`config.mk`:
```
export PLATFORM = sky130hd
export DESIGN_NAME = ahb_master_arbiter_flat
export DESIGN_NICKNAME = d
export VERILOG_FILES = /design/src/rtl/ahb_master_arbiter_if.sv /design/src/rtl/ahb_master_arbiter.sv /design/src/flat_wrapper.sv
export SDC_FILE = /design/constraint.sdc
export NUM_CORES = 1
export LEC_CHECK = 0
export CORE_AREA = 5 5 254 256
export CTS_BUF_LIST = sky130_fd_sc_hd__clkbuf_16
export CTS_CLUSTER_DIAMETER = 80
export DETAILED_ROUTE_END_ITERATION = 16
export DIE_AREA = 0 0 259 261
export SYNTH_ARGS = -nofsm -noshare
export SYNTH_HDL_FRONTEND = slang
export SYNTH_SLANG_ARGS = --single-unit
```
`constraint.sdc`:
```
create_clock -name i_hclk -period 3 [get_ports i_hclk]
set_clock_uncertainty 0.2 [all_clocks]
set_input_delay 0.3 -clock i_hclk [delete_from_list [all_inputs] [get_ports i_hclk]]
set_output_delay 0.3 -clock i_hclk [all_outputs]
set_load 0.03 [all_outputs]
```
`src/rtl/ahb_master_arbiter_if.sv`:
```
// Downstream bus between the channel arbiter and the single-port AHB master.
// Signal names are as seen from the arbiter side.
interface ahb_master_arbiter_if #(
  parameter int DATA_WDT = 32,
  parameter int BEAT_WDT = 32
);
  logic                o_m_idle;
  logic                o_m_first_xfer;
  logic                o_m_wr;
  logic                o_m_rd;
  logic [DATA_WDT-1:0] o_m_wr_data;
  logic                o_m_wr_data_dav;
  logic [31:0]         o_m_addr;
  logic [2:0]          o_m_size;
  logic [BEAT_WDT-1:0] o_m_min_len;
  logic                i_m_stall;
  logic [DATA_WDT-1:0] i_m_data;
  logic [31:0]         i_m_addr;
  logic                i_m_dav;

  modport master (
    output o_m_idle, o_m_first_xfer, o_m_wr, o_m_rd, o_m_wr_data,
           o_m_wr_data_dav, o_m_addr, o_m_size, o_m_min_len,
    input  i_m_stall, i_m_data, i_m_addr, i_m_dav
  );

  modport slave (
    input  o_m_idle, o_m_first_xfer, o_m_wr, o_m_rd, o_m_wr_data,
           o_m_wr_data_dav, o_m_addr, o_m_size, o_m_min_len,
    output i_m_stall, i_m_data, i_m_addr, i_m_dav
  );
endinterface

```
`src/rtl/ahb_master_arbiter.sv`:
```
// N-channel burst-granular round-robin arbiter in front of the AHB master.
// Read responses come back in order; a tag FIFO remembers which channel
// issued each outstanding read beat so the response can be routed back.
module ahb_master_arbiter #(
  parameter int NUM_CH    = 4,
  parameter int DATA_WDT  = 32,
  parameter int BEAT_WDT  = 32,
  parameter int TAG_DEPTH = 8
) (
  input  logic                         i_hclk,
  input  logic                         i_hreset,
  input  logic [NUM_CH-1:0]            i_s_valid,
  input  logic [NUM_CH-1:0]            i_s_first,
  input  logic [NUM_CH-1:0]            i_s_last,
  input  logic [NUM_CH-1:0]            i_s_wr,
  input  logic [NUM_CH-1:0]            i_s_rd,
  input  logic [NUM_CH*DATA_WDT-1:0]   i_s_wr_data,
  input  logic [NUM_CH-1:0]            i_s_wr_data_dav,
  input  logic [NUM_CH*32-1:0]         i_s_addr,
  input  logic [NUM_CH*3-1:0]          i_s_size,
  input  logic [NUM_CH*BEAT_WDT-1:0]   i_s_min_len,
  output logic [NUM_CH-1:0]            o_s_stall,
  output logic [NUM_CH-1:0]            o_rsp_dav,
  output logic [DATA_WDT-1:0]          o_rsp_data,
  output logic [31:0]                  o_rsp_addr,
  output logic [1:0]                   o_err,
  ahb_master_arbiter_if.master         m_bus
);
  localparam int CW = (NUM_CH > 1) ? $clog2(NUM_CH) : 1;
  localparam int PW = $clog2(TAG_DEPTH);
  localparam logic [PW:0] CNT_FULL = (PW+1)'(TAG_DEPTH);

  typedef enum logic {S_IDLE, S_OWN} state_t;

  state_t              r_state;
  logic [CW-1:0]       r_own, r_rr;
  logic                r_fb;
  logic [CW-1:0]       r_tag [TAG_DEPTH];
  logic [PW-1:0]       r_wp, r_rp;
  logic [PW:0]         r_cnt;
  logic [NUM_CH-1:0]   r_rsp_dav;
  logic [DATA_WDT-1:0] r_rsp_data;
  logic [31:0]         r_rsp_addr;
  logic [1:0]          r_err;

  logic [NUM_CH-1:0]   w_req;
  logic                w_found;
  logic [CW-1:0]       w_win;
  logic                w_in_own, w_v, w_full, w_own_stall;
  logic                w_acc, w_cmp, w_eob, w_push, w_pop;

  assign w_req       = i_s_valid & i_s_first;
  assign w_in_own    = (r_state == S_OWN);
  assign w_v         = i_s_valid[r_own];
  // Full is judged on the pre-pop count, so a read stalls at full even in a pop cycle.
  assign w_full      = (r_cnt == CNT_FULL);
  assign w_own_stall = m_bus.i_m_stall | (i_s_rd[r_own] & w_full);
  assign w_acc       = w_in_own & w_v & ~w_own_stall;
  assign w_cmp       = w_acc & (i_s_rd[r_own] | (i_s_wr[r_own] & i_s_wr_data_dav[r_own]));
  assign w_eob       = w_cmp & i_s_last[r_own];
  assign w_push      = w_acc & i_s_rd[r_own];
  assign w_pop       = m_bus.i_m_dav & (r_cnt != '0);

  assign o_rsp_dav  = r_rsp_dav;
  assign o_rsp_data = r_rsp_data;
  assign o_rsp_addr = r_rsp_addr;
  assign o_err      = r_err;

  // Round-robin pick: first requester at or above rr, wrapping modulo NUM_CH.
  always_comb begin
    w_found = 1'b0;
    w_win   = '0;
    for (int i = 0; i < NUM_CH; i++) begin
      if (!w_found && w_req[(int'(r_rr) + i) % NUM_CH]) begin
        w_found = 1'b1;
        w_win   = CW'((int'(r_rr) + i) % NUM_CH);
      end
    end
  end

  // Downstream mux from the owning channel; everyone else is held off.
  always_comb begin
    o_s_stall               = '1;
    m_bus.o_m_idle          = 1'b1;
    m_bus.o_m_first_xfer    = 1'b0;
    m_bus.o_m_wr            = 1'b0;
    m_bus.o_m_rd            = 1'b0;
    m_bus.o_m_wr_data       = '0;
    m_bus.o_m_wr_data_dav   = 1'b0;
    m_bus.o_m_addr          = '0;
    m_bus.o_m_size          = '0;
    m_bus.o_m_min_len       = '0;
    if (w_in_own) begin
      o_s_stall[r_own]      = w_own_stall;
      m_bus.o_m_idle        = ~w_v;
      m_bus.o_m_first_xfer  = w_v & r_fb;
      m_bus.o_m_wr          = i_s_wr[r_own];
      m_bus.o_m_rd          = i_s_rd[r_own];
      m_bus.o_m_wr_data     = i_s_wr_data[r_own*DATA_WDT +: DATA_WDT];
      m_bus.o_m_wr_data_dav = i_s_wr_data_dav[r_own];
      m_bus.o_m_addr        = i_s_addr[r_own*32 +: 32];
      m_bus.o_m_size        = i_s_size[r_own*3 +: 3];
      m_bus.o_m_min_len     = i_s_min_len[r_own*BEAT_WDT +: BEAT_WDT];
    end
  end

  // Ownership FSM: grant on a first-beat request, release on the last completing beat.
  always_ff @(posedge i_hclk) begin
    if (i_hreset) begin
      r_state <= S_IDLE;
      r_own   <= '0;
      r_rr    <= '0;
      r_fb    <= 1'b0;
    end else begin
      case (r_state)
        S_IDLE: if (w_found) begin
          r_state <= S_OWN;
          r_own   <= w_win;
          r_fb    <= 1'b1;
        end
        S_OWN: begin
          if (w_acc) r_fb <= 1'b0;
          if (w_eob) begin
            r_state <= S_IDLE;
            r_rr    <= (int'(r_own) == NUM_CH-1) ? '0 : r_own + 1'b1;
          end
        end
        default: r_state <= S_IDLE;
      endcase
    end
  end

  // Tag storage needs no reset; validity is carried by the count.
  always_ff @(posedge i_hclk) begin
    if (w_push) r_tag[r_wp] <= r_own;
  end

  // Tag FIFO pointers and occupancy.
  always_ff @(posedge i_hclk) begin
    if (i_hreset) begin
      r_wp  <= '0;
      r_rp  <= '0;
      r_cnt <= '0;
    end else begin
      if (w_push) r_wp <= r_wp + 1'b1;
      if (w_pop)  r_rp <= r_rp + 1'b1;
      if (w_push && !w_pop)      r_cnt <= r_cnt + 1'b1;
      else if (!w_push && w_pop) r_cnt <= r_cnt - 1'b1;
    end
  end

  // Response routing and sticky error flags.
  always_ff @(posedge i_hclk) begin
    if (i_hreset) begin
      r_rsp_dav  <= '0;
      r_rsp_data <= '0;
      r_rsp_addr <= '0;
      r_err      <= '0;
    end else begin
      r_rsp_dav <= '0;
      if (w_pop) r_rsp_dav[r_tag[r_rp]] <= 1'b1;
      if (m_bus.i_m_dav) begin
        r_rsp_data <= m_bus.i_m_data;
        r_rsp_addr <= m_bus.i_m_addr;
      end
      if (m_bus.i_m_dav && r_cnt == '0) r_err[0] <= 1'b1;
      if (w_in_own && !r_fb && !w_v)    r_err[1] <= 1'b1;
    end
  end
endmodule

```
`src/flat_wrapper.sv`:
```
// flat-port wrapper written by rule: the top's interface ports become plain ports
module ahb_master_arbiter_flat 
#(
  parameter int NUM_CH    = 4,
  parameter int DATA_WDT  = 32,
  parameter int BEAT_WDT  = 32,
  parameter int TAG_DEPTH = 8
)
  (i_hclk, i_hreset, i_s_valid, i_s_first, i_s_last, i_s_wr, i_s_rd, i_s_wr_data, i_s_wr_data_dav, i_s_addr, i_s_size, i_s_min_len, o_s_stall, o_rsp_dav, o_rsp_data, o_rsp_addr, o_err, m_bus_o_m_idle, m_bus_o_m_first_xfer, m_bus_o_m_wr, m_bus_o_m_rd, m_bus_o_m_wr_data, m_bus_o_m_wr_data_dav, m_bus_o_m_addr, m_bus_o_m_size, m_bus_o_m_min_len, m_bus_i_m_stall, m_bus_i_m_data, m_bus_i_m_addr, m_bus_i_m_dav);
  ahb_master_arbiter_if #(.DATA_WDT(DATA_WDT), .BEAT_WDT(BEAT_WDT)) m_bus_i ();
  input  logic i_hclk;
  input  logic i_hreset;
  input  logic [NUM_CH-1:0] i_s_valid;
  input  logic [NUM_CH-1:0] i_s_first;
  input  logic [NUM_CH-1:0] i_s_last;
  input  logic [NUM_CH-1:0] i_s_wr;
  input  logic [NUM_CH-1:0] i_s_rd;
  input  logic [NUM_CH*DATA_WDT-1:0] i_s_wr_data;
  input  logic [NUM_CH-1:0] i_s_wr_data_dav;
  input  logic [NUM_CH*32-1:0] i_s_addr;
  input  logic [NUM_CH*3-1:0] i_s_size;
  input  logic [NUM_CH*BEAT_WDT-1:0] i_s_min_len;
  output logic [NUM_CH-1:0] o_s_stall;
  output logic [NUM_CH-1:0] o_rsp_dav;
  output logic [DATA_WDT-1:0] o_rsp_data;
  output logic [31:0] o_rsp_addr;
  output logic [1:0] o_err;
  output wire logic [$bits(m_bus_i.o_m_idle)-1:0] m_bus_o_m_idle;
  output wire logic [$bits(m_bus_i.o_m_first_xfer)-1:0] m_bus_o_m_first_xfer;
  output wire logic [$bits(m_bus_i.o_m_wr)-1:0] m_bus_o_m_wr;
  output wire logic [$bits(m_bus_i.o_m_rd)-1:0] m_bus_o_m_rd;
  output wire logic [$bits(m_bus_i.o_m_wr_data)-1:0] m_bus_o_m_wr_data;
  output wire logic [$bits(m_bus_i.o_m_wr_data_dav)-1:0] m_bus_o_m_wr_data_dav;
  output wire logic [$bits(m_bus_i.o_m_addr)-1:0] m_bus_o_m_addr;
  output wire logic [$bits(m_bus_i.o_m_size)-1:0] m_bus_o_m_size;
  output wire logic [$bits(m_bus_i.o_m_min_len)-1:0] m_bus_o_m_min_len;
  input wire logic [$bits(m_bus_i.i_m_stall)-1:0] m_bus_i_m_stall;
  input wire logic [$bits(m_bus_i.i_m_data)-1:0] m_bus_i_m_data;
  input wire logic [$bits(m_bus_i.i_m_addr)-1:0] m_bus_i_m_addr;
  input wire logic [$bits(m_bus_i.i_m_dav)-1:0] m_bus_i_m_dav;
  assign m_bus_o_m_idle = m_bus_i.o_m_idle;
  assign m_bus_o_m_first_xfer = m_bus_i.o_m_first_xfer;
  assign m_bus_o_m_wr = m_bus_i.o_m_wr;
  assign m_bus_o_m_rd = m_bus_i.o_m_rd;
  assign m_bus_o_m_wr_data = m_bus_i.o_m_wr_data;
  assign m_bus_o_m_wr_data_dav = m_bus_i.o_m_wr_data_dav;
  assign m_bus_o_m_addr = m_bus_i.o_m_addr;
  assign m_bus_o_m_size = m_bus_i.o_m_size;
  assign m_bus_o_m_min_len = m_bus_i.o_m_min_len;
  assign m_bus_i.i_m_stall = m_bus_i_m_stall;
  assign m_bus_i.i_m_data = m_bus_i_m_data;
  assign m_bus_i.i_m_addr = m_bus_i_m_addr;
  assign m_bus_i.i_m_dav = m_bus_i_m_dav;
  ahb_master_arbiter #(.NUM_CH(NUM_CH), .DATA_WDT(DATA_WDT), .BEAT_WDT(BEAT_WDT), .TAG_DEPTH(TAG_DEPTH)) u_core (.i_hclk(i_hclk), .i_hreset(i_hreset), .i_s_valid(i_s_valid), .i_s_first(i_s_first), .i_s_last(i_s_last), .i_s_wr(i_s_wr), .i_s_rd(i_s_rd), .i_s_wr_data(i_s_wr_data), .i_s_wr_data_dav(i_s_wr_data_dav), .i_s_addr(i_s_addr), .i_s_size(i_s_size), .i_s_min_len(i_s_min_len), .o_s_stall(o_s_stall), .o_rsp_dav(o_rsp_dav), .o_rsp_data(o_rsp_data), .o_rsp_addr(o_rsp_addr), .o_err(o_err), .m_bus(m_bus_i));
endmodule
```
* After elaboration in Yosys (flattened, before gate mapping)
Memories as Yosys holds them, arrays and structs flattened. A register that Yosys moved wholly into a read port is not among the register bits.
Cells that the tools add are included.
** Operators by class
- Equality and inequality tests :: 4
- Muxes and demuxes :: 56
- Shifts and indexed selects :: 4
- $lt $le $gt $ge :: 8
- Bitwise operators :: 21
- Multipliers :: 1
- Add/sub/neg operators :: 8
- Reductions and logical operators :: 27
** Operator list (number)
- indexed part select 128 x 8 -> 32 bit :: 3
- 2-to-1 mux 32 bit :: 3
- 2-to-1 mux 1 bit :: 29
- binary-select mux 1 bit (select 2 bit) :: 9
- < comparator 3 x 4 -> 1 bit (second input constant) :: 3
- 2-to-1 mux 4 bit :: 3
- indexed part select 12 x 5 -> 3 bit :: 1
- logical AND 1 bit :: 10
- 2-to-1 mux 2 bit :: 5
- AND 1 bit :: 9
- < comparator 2 x 3 -> 1 bit (second input constant) :: 3
- 2-to-1 mux 3 bit :: 3
- OR reduction 2 bit :: 4
- logical NOT 1 bit :: 7
- adder 3 x 1 -> 3 bit (second input constant) :: 2
- AND reduction 2 bit :: 3
- adder 2 x 1 -> 2 bit (second input constant) :: 2
- adder 2 bit (second input constant) :: 2
- adder 4 x 1 -> 4 bit (second input constant) :: 1
- AND 4 bit :: 1
- demux 1 bit (select 2 bit) :: 2
- == test 4 bit (second input constant) :: 1
- greater-or-equal comparator 2 x 1 -> 1 bit (second input constant) :: 2
- logical NOT 4 bit :: 1
- 13 further kinds :: 20
** Word-level totals
- Flip-flop bits (word level) :: 86
- Output and inout port bits :: 178
- Logic and storage cells :: 142
- Input port bits :: 488
- Memories kept :: 1
- Memory bits (writable) :: 16
** Memory list
- u_core.r_tag :: words 8, bits a word 2, rd ports 1, clocked after Yosys merged registers in 1, write ports 1, RTL line ahb_master_arbiter.sv:38 : logic [CW-1:0] r_tag [TAG_DEPTH];

* Logic depth before layout (Yosys ltp)
Gate-level depths: netlist of run 1.
- Depth after elaboration :: 16
- Mapped depth :: 12
- Gate-level depth less buffers :: 11

* Least setup slack after synthesis of run 1
Ideal clock, no wire load.
- Path kind :: flip-flop to flip-flop
- From :: register u_core.r_own[1]
- To :: register u_core.r_cnt[3]
- Stages on the path, launching flop included :: 13
- Clock period less this slack :: 2.987 ns
- Arrival :: 2.717 ns
- Data required time :: 2.729 ns
- Setup slack :: 0.013 ns
- Setup time :: 0.071 ns
- Path buffers :: 1
- Cells stage by stage :: dfxtp_1 > buf_6 > mux2_4 > nor4_4 > o211a_4 > ha_1 > inv_1 > ha_1 > a21o_1 > a21oi_1 > xnor2_1 > or3_1 > a21oi_1
** Between the ends
- Word-level cells in the longest chain between the ends :: 10
- Elaborated cells on any way between the ends :: 15
- Classes of those cells :: 5 x mux; 6 x bitwise; 4 x reduce/logical
** RTL lines
- start, declared :: RTL line ahb_master_arbiter.sv:36 : logic [CW-1:0] r_own, r_rr;
- start signal, assigned :: RTL line ahb_master_arbiter.sv:118 : r_own <= w_win;
- binary-select mux 1 bit (select 2 bit) :: RTL line ahb_master_arbiter.sv:57, ahb_master_arbiter.sv:61
- 2-to-1 mux 1 bit (not written as such) :: RTL line ahb_master_arbiter.sv:57, ahb_master_arbiter.sv:61
- AND 1 bit :: RTL line ahb_master_arbiter.sv:57 : assign w_own_stall = m_bus.i_m_stall | (i_s_rd[r_own] & w_full);
- OR 1 bit :: RTL line ahb_master_arbiter.sv:57
- inverter 1 bit :: RTL line ahb_master_arbiter.sv:58 : assign w_acc = w_in_own & w_v & ~w_own_stall;
- AND 1 bit :: RTL line ahb_master_arbiter.sv:58
- AND 1 bit (*) :: RTL line ahb_master_arbiter.sv:61 : assign w_push = w_acc & i_s_rd[r_own];
- net u_core.w_push :: RTL line ahb_master_arbiter.sv:50 : logic w_acc, w_cmp, w_eob, w_push, w_pop;
- logical NOT 1 bit :: RTL line ahb_master_arbiter.sv:148 : else if (!w_push && w_pop) r_cnt <= r_cnt - 1'b1;
- logical AND 1 bit :: RTL line ahb_master_arbiter.sv:148
- nonzero test 2 bit (no source line)
- end signal, assigned :: RTL line ahb_master_arbiter.sv:147 : if (w_push && !w_pop) r_cnt <= r_cnt + 1'b1;
- end signal, assigned :: RTL line ahb_master_arbiter.sv:148
- end, declared :: RTL line ahb_master_arbiter.sv:40 : logic [PW:0] r_cnt;
The timed path passes the listed nets; every way through them passes the cells marked *. The select of a mux whose other input is x is not followed.
A chain may end at the register's enable or synchronous reset.

* Worst setup path in the final report of run 1
- From :: register u_core.r_own[0]
- To :: register u_core.r_cnt[3]
Same word-level chain as after synthesis.

==> results.yml, run 1 <==
clock_tree:
  htree_levels: 3
  clk_pin_slew_worst_paths_ns: 0.08
  clock_sinks: 105
  clock_path_buffers: 2
  numCtsBuffers: 9
  clkLatencyLatePin_ns: 0.35
  cts_root_buf: "clkbuf_16"
  cts_tree: "done"
sta:
  fin_crit_sh: 0.969
  timing.fmax_ghz: 0.344
  rsz0062_at_grt: "yes"
  worst_pin_slew_ns: 1.14
  setup_viol: 0
  slew_headroom: 0.238
  finalHoldViolCount: 0
  period_minus_slack_ns: 2.91
  hold_slack_ns: 0.0837
  drv_slew: 0
final_layout:
  final_net_count: 1779
  drive_above_1_share: 0.205
  final_core_util: 0.251
  layoutNonFillerInstCount: 2137
  area_growth_pct: 114
synth:
  synth_ff_type: "dfxtp_1"
  syn_area_per_cell_um2: 11.7
  synth.distinct_cells: 44
  synth.yosys.seq_area_share: 0.310
  synth_area_um2: 7300
  synth-warning-count: 0
  ys_ff_latch: 105
  async_flop_share: 0
  syn_nets: 1120
  synthCells: 622
  synth_edf_count: 16
placed_design:
  port_buffers: 665
  gp_congestion: 0.921
  dp.cells: 2106
  hpwlAfterDp_um: 49400
power_and_ir_drop:
  powerDensity_nw_per_um2: 369
  ir_drop_uv: 240
  netSwitchingFraction: 0.356
  power_switching_mw: 2.05
  p_int_mw: 3.72
  p_clk_frac: 0.209
  p_comb_frac: 0.510
  power_mw: 5.77
  leakagePower_nw: 5.80
  pwr-share-seq: 0.281
grt:
  grt_pass1_vias: 9139
  antenna_found_initial: 17
  grt_pass1_wl_um: 73800
  grt_usage: 0.157
  grt-ovfl-total: 0
  grt_max_degree: 76
die:
  fp.dieH_um: 261
  die_width_um: 259
  core_um2: 62300
  die_area_um2: 67600
  num_io_pins: 666
  row_count: 92
  start_util: 0.117
route:
  wl_per_cell_um: 26.4
  totalWireLength_um: 56300
  routed_via_density: 3.77
  drc: 0
  vias: 8052
  drt_iter0_drc: 334
  dr.pass1.iters: 4
  antenna_left: 0
setup_path:
  crit_path_end_kind: "flip-flop"
  critPathLaunchType: "flip-flop"
  critPathMaxFanout: 5
  crit_arrival_ns: 2.99
  cp.required_ns: 3.08
  crit_type: "reg -> reg"
run:
  maxCapViolCount: 0
outcome:
  status: "finished, final reports clean"
worst_hold_path:
  hold_path_class: "in -> reg"
-- metrics by stage --
| stage | worst slack (ns) | cell area (um^2) | TNS [ns] |
|---|---|---|---|
| finish | 0.0935 | 15600 | 0 |
| global route | -0.00937 | 15600 | -0.00937 |
| CTS | 0.000687 | 15600 | 0 |
| detailed placement | -0.123 | 15100 | -0.123 |
| global placement | -0.160 | 15100 | -0.160 |
| floorplan | 0.0129 | 7300 | 0 |
-- per-layer routing --
metal | GRT usage | wire length [um] | vias to the layer above
li1 | - | - | 3633
met1 | 0.169 | 20700 | 3934
met2 | 0.269 | 27400 | 419
met3 | 0.0875 | 6920 | 58
met4 | 0.0393 | 1280 | 8
met5 | 0 | 42 | -
-- sequential cells by signal, indices dropped and copies added (netlist names), named ones only --
signal and cells:
u_core.r_tag 16, u_core.r_rr 2, u_core.r_own 2, u_core.r_cnt 4, u_core.o_rsp_dav 4, u_core.r_rp 3, u_core.r_state 1, u_core.o_rsp_data 32
u_core.r_fb 1, u_core.r_wp 3, u_core.o_err 2, u_core.o_rsp_addr 32
-- power groups by stage --
stage / registers, mW / logic [mW] / clock network, mW
finish: 1.62 / 2.94 / 1.21
global route: 1.64 / 3.13 / 1.31
CTS: 1.62 / 2.99 / 1.26
detailed placement: 1.65 / 2.93 / 0
global placement: 1.65 / 2.90 / 0
floorplan: 1.76 / 1.17 / 0
-- cell type report --
| type | instances | area (um^2) |
|---|---|---|
| Tap cell | 846 | 1060 |
| Timing Repair Buffer | 702 | 7200 |
| Antenna cell | 5 | 12.5 |
| Clock buffer | 10 | 250 |
| Fill cell | 6630 | 46600 |
| Sequential cell | 105 | 2270 |
| Inverter | 7 | 26.3 |
| Clock inverter | 6 | 46.3 |
| Multi-Input combinational cell | 456 | 4780 |
-- logic make-up after synthesis --
group / after synthesis / share of synthesized area
flip-flops: 105 / 0.310
XOR/XNOR: 4 / 0.00480
AND/OR/NAND/NOR: 230 / 0.165
adder cells (fa/ha/maj): 10 / 0.0182
buffers and inverters: 61 / 0.0363
multiplexers: 182 / 0.434
AO/OA/AOI/OAI: 30 / 0.0312
-- worst max-delay path, stage by stage (launching register included) --
cell and delay [ns]:
dfxtp_4 0.41, buf_12 0.15, or3b_4 0.39, o32ai_4 0.15, o211a_4 0.19, ha_2 0.18
inv_2 0.04, ha_1 0.27, a21o_1 0.20, a21oi_2 0.14, xnor2_1 0.08, or3_1 0.32
a21oi_2 0.11
-- cells in the final DEF (no fill, tap or decap), types with 2 or more instances in the layout --
cell             instances
clkbuf_16               10
o21ai_0                  5
ha_1                     8
mux2_2                   3
nand2_1                 15
inv_6                    2
dfxtp_1                 86
mux4_2                 107
a21oi_2                  2
nor3b_1                  5
nand2b_1                 6
or3_1                    3
inv_1                    7
nor2_1                  87
dlygate4sd2_1           11
mux2i_1                 71
clkdlybuf4s50_1        565
buf_12                  25
dfxtp_4                  3
buf_16                   3
a21oi_1                 10
buf_4                   86
edfxtp_1                16
bufbuf_16                4
nor3_1                   3
and2_1                 102
dlymetal6s2s_1           4
nand3_1                  2
xnor2_1                  2
buf_6                    3
diode_2                  5
xor2_1                   2
a21o_1                   2
-- worst paths after layout --
kind / slack (ns) / depth (start not counted) / start / to
worst min-delay path: 0.08 / 2 / i_hreset / u_core.r_rp[0]
worst min register to register: 0.28 / 2 / u_core.o_err[0] / u_core.o_err[0]
worst max-delay path: 0.09 / 12 / u_core.r_own[0] / u_core.r_cnt[3]
worst max register to register: 0.09 / 12 / u_core.r_own[0] / u_core.r_cnt[3]
-- cell usage after synthesis, drive strengths merged (3+ instances only) --
library cell / number / area [um^2]
a21oi: 12 / 60.1
and2: 102 / 638
buf: 27 / 138
clkbuf: 27 / 101
dfxtp: 89 / 1780
edfxtp: 16 / 480
ha: 9 / 113
inv: 7 / 26.3
mux2: 4 / 48.8
mux2i: 71 / 711
mux4: 107 / 2410
nand2: 15 / 56.3
nand2b: 6 / 37.5
nor2: 87 / 327
nor3: 3 / 15.0
nor3b: 5 / 37.5
o21ai: 5 / 25.0
or3: 3 / 18.8
-- timing repair --
action	4_1_cts	5_1_grt
pin swaps	0	1
resized for setup	15	10
hold buffers	0	0
setup buffers	1	5
endpoints found under the setup margin	48	10
cloned	4	0
(Power assumes the default switching activity.)
==> run 2, diff against run 1 <==
==> constraint.sdc (replaced) <==
create_clock -name i_hclk -period 3 [get_ports i_hclk]
set_clock_uncertainty 0.2 [all_clocks]
set_input_delay 0.45 -clock i_hclk [delete_from_list [all_inputs] [get_ports i_hclk]]
set_output_delay 0.45 -clock i_hclk [all_outputs]
set_load 0.03 [all_outputs]
==> results.yml, run 2 (synthesis gave the netlist of run 1 again) <==
outcome:
  status: "finished, final reports clean"
clock_tree:
  cts_root_buf: "clkbuf_16"
  numCtsBuffers: 9
  cts_tree: "done"
  htree_levels: 3
  clkLatencyLatePin_ns: 0.35
  hold_buffers: 0
  clk_pin_slew_worst_paths_ns: 0.08
  clock_path_buffers: 2
  clock_sinks: 105
die:
  core_um2: 62300
  row_count: 92
  fp.dieH_um: 261
  die_width_um: 259
  start_util: 0.117
  die_area_um2: 67600
  num_io_pins: 666
setup_path:
  reg2reg_depth: 11
  crit_path_end_kind: "flip-flop"
  r2r_setup_slack_ns: 0.04
  cp.required_ns: 3.08
  cp_cell_sequence: "buf_12 -> mux4_2 -> o211a_4 -> ha_4 -> inv_4 -> ha_4 -> a21o_1 -> a21oi_2 -> xnor2_1 -> or3_1 -> a21oi_2"
  crit_path_max_incr_delay_ns: 0.65
  r2r_end: "u_core.r_cnt[3]"
  crit_arrival_ns: 3.05
  crit_type: "reg -> reg"
  crit_slowest_cell: "mux4_2"
  critPathLaunchType: "flip-flop"
  critPathLaunch: "u_core.r_own[0]"
  critPathTopFamily: "multiplexers"
  r2r_start: "u_core.r_own[0]"
  path_buf_inv: 2
  critPathMaxFanout: 3
route:
  totalWireLength_um: 56500
  drt_iter0_drc: 388
  routed_via_density: 3.78
  antenna_left: 0
  drc: 0
  vias: 8118
  wl_per_cell_um: 26.3
  dr.pass1.iters: 4
power_and_ir_drop:
  netSwitchingFraction: 0.360
  power_mw: 5.89
  pwr-share-seq: 0.274
  p_clk_frac: 0.197
  power_switching_mw: 2.12
  p_int_mw: 3.77
  p_comb_frac: 0.530
  ir_drop_uv: 208
  powerDensity_nw_per_um2: 368
  leakagePower_nw: 5.96
run:
  maxCapViolCount: 0
final_layout:
  final_cell_mix: "555 x clkdlybuf4s50_1, 107 x mux4_2, 89 x buf_4, 87 x nor2_1, 86 x dfxtp_1"
  final_net_count: 1794
  area_growth_pct: 119
  final_common_cell: "clkdlybuf4s50_1"
  drive_above_1_share: 0.242
sta:
  fin_ws_ns: 0.0358
  worst_pin_slew_ns: 1.12
  period_minus_slack_ns: 2.96
  rsz0062_at_grt: "yes"
  drv_slew: 0
  timing.fmax_ghz: 0.337
  setup_viol: 0
  slew_headroom: 0.256
  finalHoldViolCount: 0
  fin_crit_sh: 0.988
grt:
  met2_usage: 0.274
  use_met3: 0.0671
  use_met1: 0.187
  grt_usage: 0.158
  grt.busiest_layer: "met2"
  grt-ovfl-total: 0
  antenna_found_initial: 11
  grt_max_degree: 107
  grt_pass1_vias: 9069
  grt_pass1_wl_um: 74200
placed_design:
  post-place-ws_ns: -0.491
  hpwlAfterDp_um: 49700
  gp_congestion: 0.945
  port_buffers: 665
worst_hold_path:
  hold_path_class: "in -> reg"
  hold_start: "i_hreset"
  hold_depth: 2
==> run 2: changes by cell type in the layout (fill, tap and decap cells not counted), moves of 3 or more <==
cell / change
dlygate4sd2_1: -5
and2_1: -18
buf_6: +8
buf_4: +3
and2_4: +17
buf_16: +6
ha_4: +3
buf_2: +4
diode_2: -4
buf_12: +12
bufbuf_16: -4
clkdlybuf4s50_1: -10
==> run 2: area by class of cell <==
cell class | instances | area (um^2)
inverter | 7 | 28.8
fill | 6588 | 46300
tap | 846 | 1060
timing repair buffer | 717 | 7500
multi-input combinational | 456 | 4860
clock inverter | 7 | 53.8
sequential | 105 | 2270
antenna | 1 | 2.50
clock buffer | 9 | 225
==> run 2: stage by stage <==
stage	util	area [um^2]	std cells	hold WS [ns]	setup TNS, ns
6_report	0.257	16000	2148	0.234	0
5_1_grt	0.257	16000	2147	0.254	-0.0821
4_1_cts	0.255	15900	2144	0.217	-0.0338
3_5_place_dp	0.243	15100	2107	0.264	-0.614
3_3_place_gp	0.243	15100	2107	0.261	-0.546
2_1_floorplan	-	7300	622	0.259	0
==> run 2: repair_timing <==
item / 4_1_cts / 5_1_grt
endpoints found under the setup margin: 96 / 21
buffers inserted: 15 / 2
gates cloned: 6 / 2
pin swaps: 2 / 9
resized for setup: 81 / 14
==> run 2: worst max-delay path by stage <==
| stage | to | depth (start not counted) | slack, ns |
|---|---|---|---|
| 3_3_place_gp | u_core.r_cnt[3] | 11 | -0.55 |
| 3_5_place_dp | u_core.r_cnt[3] | 11 | -0.49 |
| 2_1_floorplan | u_core.r_cnt[3] | 12 | 0.01 |
| 5_1_grt | u_core.r_cnt[3] | 11 | -0.08 |
| 6_report | u_core.r_cnt[3] | 11 | 0.04 |
| 4_1_cts | m_bus_o_m_wr | 5 | -0.03 |
==> run 2: per-layer routing <==
layer  part of all wire  up-vias
met5            0.00058        -
met4              0.014        4
met3               0.11       49
met2               0.49      433
met1               0.39     3971
li1                   -     3661
==> run 2: power groups by stage <==
stage                     clock network, mW  registers, mW  logic, mW
after global routing                   1.26           1.63       3.32
final                                  1.16           1.61       3.12
after floorplan                           0           1.76       1.17
after global placement                    0           1.64       2.95
after detailed placement                  0           1.65       2.97
after CTS                              1.21           1.61       3.14
==> run 3, diff against run 2 <==
- GPL_ROUTABILITY_DRIVEN: default -> 0
==> results.yml, run 3 (synthesis gave the netlist of run 1 again) <==
final_layout:
  final_net_count: 1799
  final_common_cell: "clkdlybuf4s50_1"
  fillCellCount: 6589
  final_core_util: 0.257
  area_growth_pct: 120
  final_cell_mix: "556 x clkdlybuf4s50_1, 107 x mux4_2, 101 x buf_4, 100 x and2_1, 87 x nor2_1"
  drive_above_1_share: 0.231
outcome:
  status: "complete, but fails checks"
  violations: "negative setup slack"
grt:
  antenna_found_initial: 15
  grt_pass1_wl_um: 74100
  grt_max_degree: 81
  grt-ovfl-total: 0
  grt_pass1_vias: 9102
  grt_usage: 0.157
sta:
  worst_pin_slew_ns: 1.11
  slew_headroom: 0.259
  rsz0062_at_grt: "yes"
  setup_viol: 8
  timing.fmax_ghz: 0.328
  fin_tns_setup_ns: -0.139
  hold_slack_ns: 0.237
  drv_slew: 0
  fin_crit_sh: 1.01
  finalHoldViolCount: 0
  period_minus_slack_ns: 3.04
  fin_ws_ns: -0.0445
clock_tree:
  numCtsBuffers: 9
  cts_tree: "done"
  clock_sinks: 105
  hold_buffers: 0
  clk_pin_slew_worst_paths_ns: 0.08
  clock_path_buffers: 2
  cts_root_buf: "clkbuf_16"
  htree_levels: 3
  clkLatencyLatePin_ns: 0.34
route:
  dr.pass1.iters: 5
  drt_iter0_drc: 322
  totalWireLength_um: 56600
  antenna_left: 0
  drc: 0
  routed_via_density: 3.79
  vias: 8183
  wl_per_cell_um: 26.2
placed_design:
  post-place-ws_ns: -0.488
  port_buffers: 665
  hpwlAfterDp_um: 50200
setup_path:
  critPathLaunchType: "flip-flop"
  cp_cell_sequence: "buf_12 -> buf_6 -> buf_16 -> buf_6 -> mux4_2 -> and2_1 -> buf_4"
  crit_top_cell: "buf_6"
  crit_path_max_incr_delay_ns: 0.56
  crit_arrival_ns: 2.39
  critPathMaxFanout: 8
  crit_slowest_cell: "mux4_2"
  cp.required_ns: 2.35
  crit_path_end_kind: "output pin"
  crit_type: "reg -> out"
die:
  fp.dieH_um: 261
  die_area_um2: 67600
  num_io_pins: 666
  start_util: 0.117
  core_um2: 62300
  die_width_um: 259
  row_count: 92
run:
  maxCapViolCount: 0
power_and_ir_drop:
  leakagePower_nw: 5.95
  powerDensity_nw_per_um2: 372
  ir_drop_uv: 231
worst_hold_path:
  hold_path_class: "in -> reg"
run 3: changes by cell type in the layout (fill, tap and decap cells not counted), sizes merged:
cell,previous run,this run
clkdlybuf4s15,1,2
bufbuf,0,3
clkdlybuf4s50,555,556
dlymetal6s2s,2,0
buf,151,148
dlygate4sd2,6,10
clkinvlp,1,0
clkbuf,11,13
diode,1,6
run 3: final timing paths:
kind | startpoint | endpoint | slack, ns | cells after the start
max | u_core.r_own[0] | m_bus_o_m_size[2] | -0.04 | 7
max reg2reg | u_core.r_own[0] | u_core.r_cnt[3] | -0.04 | 12
min | i_hreset | flip-flop | 0.24 | 2
min reg2reg | u_core.o_err[1] | u_core.o_err[1] | 0.29 | 2
run 3: worst max-delay path: cells and delay by family, from the launching register on:
family	cells	cell delay, ns
multiplexers	1	0.56
flip-flops	1	0.37
AND/OR/NAND/NOR	1	0.22
buffers and inverters	5	0.85
run 3: per-stage QoR:
step                std cells  cell area [um^2]  total power, mW
detailed placement       2111             15200             4.63
global route             2157             16000             6.26
floorplan                 622              7300             2.92
finish                   2158             16000             5.97
CTS                      2148             15900             6.03
global placement         2111             15200             4.61
run 3: metal layers:
metal | up-vias | part of all wire | track usage
met5 | - | 0.00067 | 0
met2 | 435 | 0.47 | 0.259
met1 | 4003 | 0.40 | 0.188
li1 | 3678 | - | -
met3 | 61 | 0.096 | 0.0641
met4 | 6 | 0.034 | 0.0528
run 3: power breakdown:
part	internal, mW	switching, mW	total [mW]	leakage (nW)
combinational	1.65	1.46	3.11	4.92
sequential	1.53	0.0781	1.61	0.883
clock	0.635	0.612	1.25	0.152
total	3.82	2.15	5.97	5.95
run 3: cell type report:
type	count	area (um^2)	share of cell area
diodes	6	15.0	0.000936
clock inverters	6	53.8	0.00336
inverters	7	28.8	0.00179
clock buffers	10	250	0.0156
flip-flops and latches	105	2270	0.142
repair buffers	722	7530	0.470
multi-input cells	456	4820	0.301
well taps	846	1060	0.0660
run 3: timing repair:
item                                    4_1_cts  5_1_grt
resized for setup                            37        5
pin swaps                                     7        5
hold endpoints to repair                      0        0
buffers inserted                             17        2
gates cloned                                  4        3
endpoints found under the setup margin       95       47
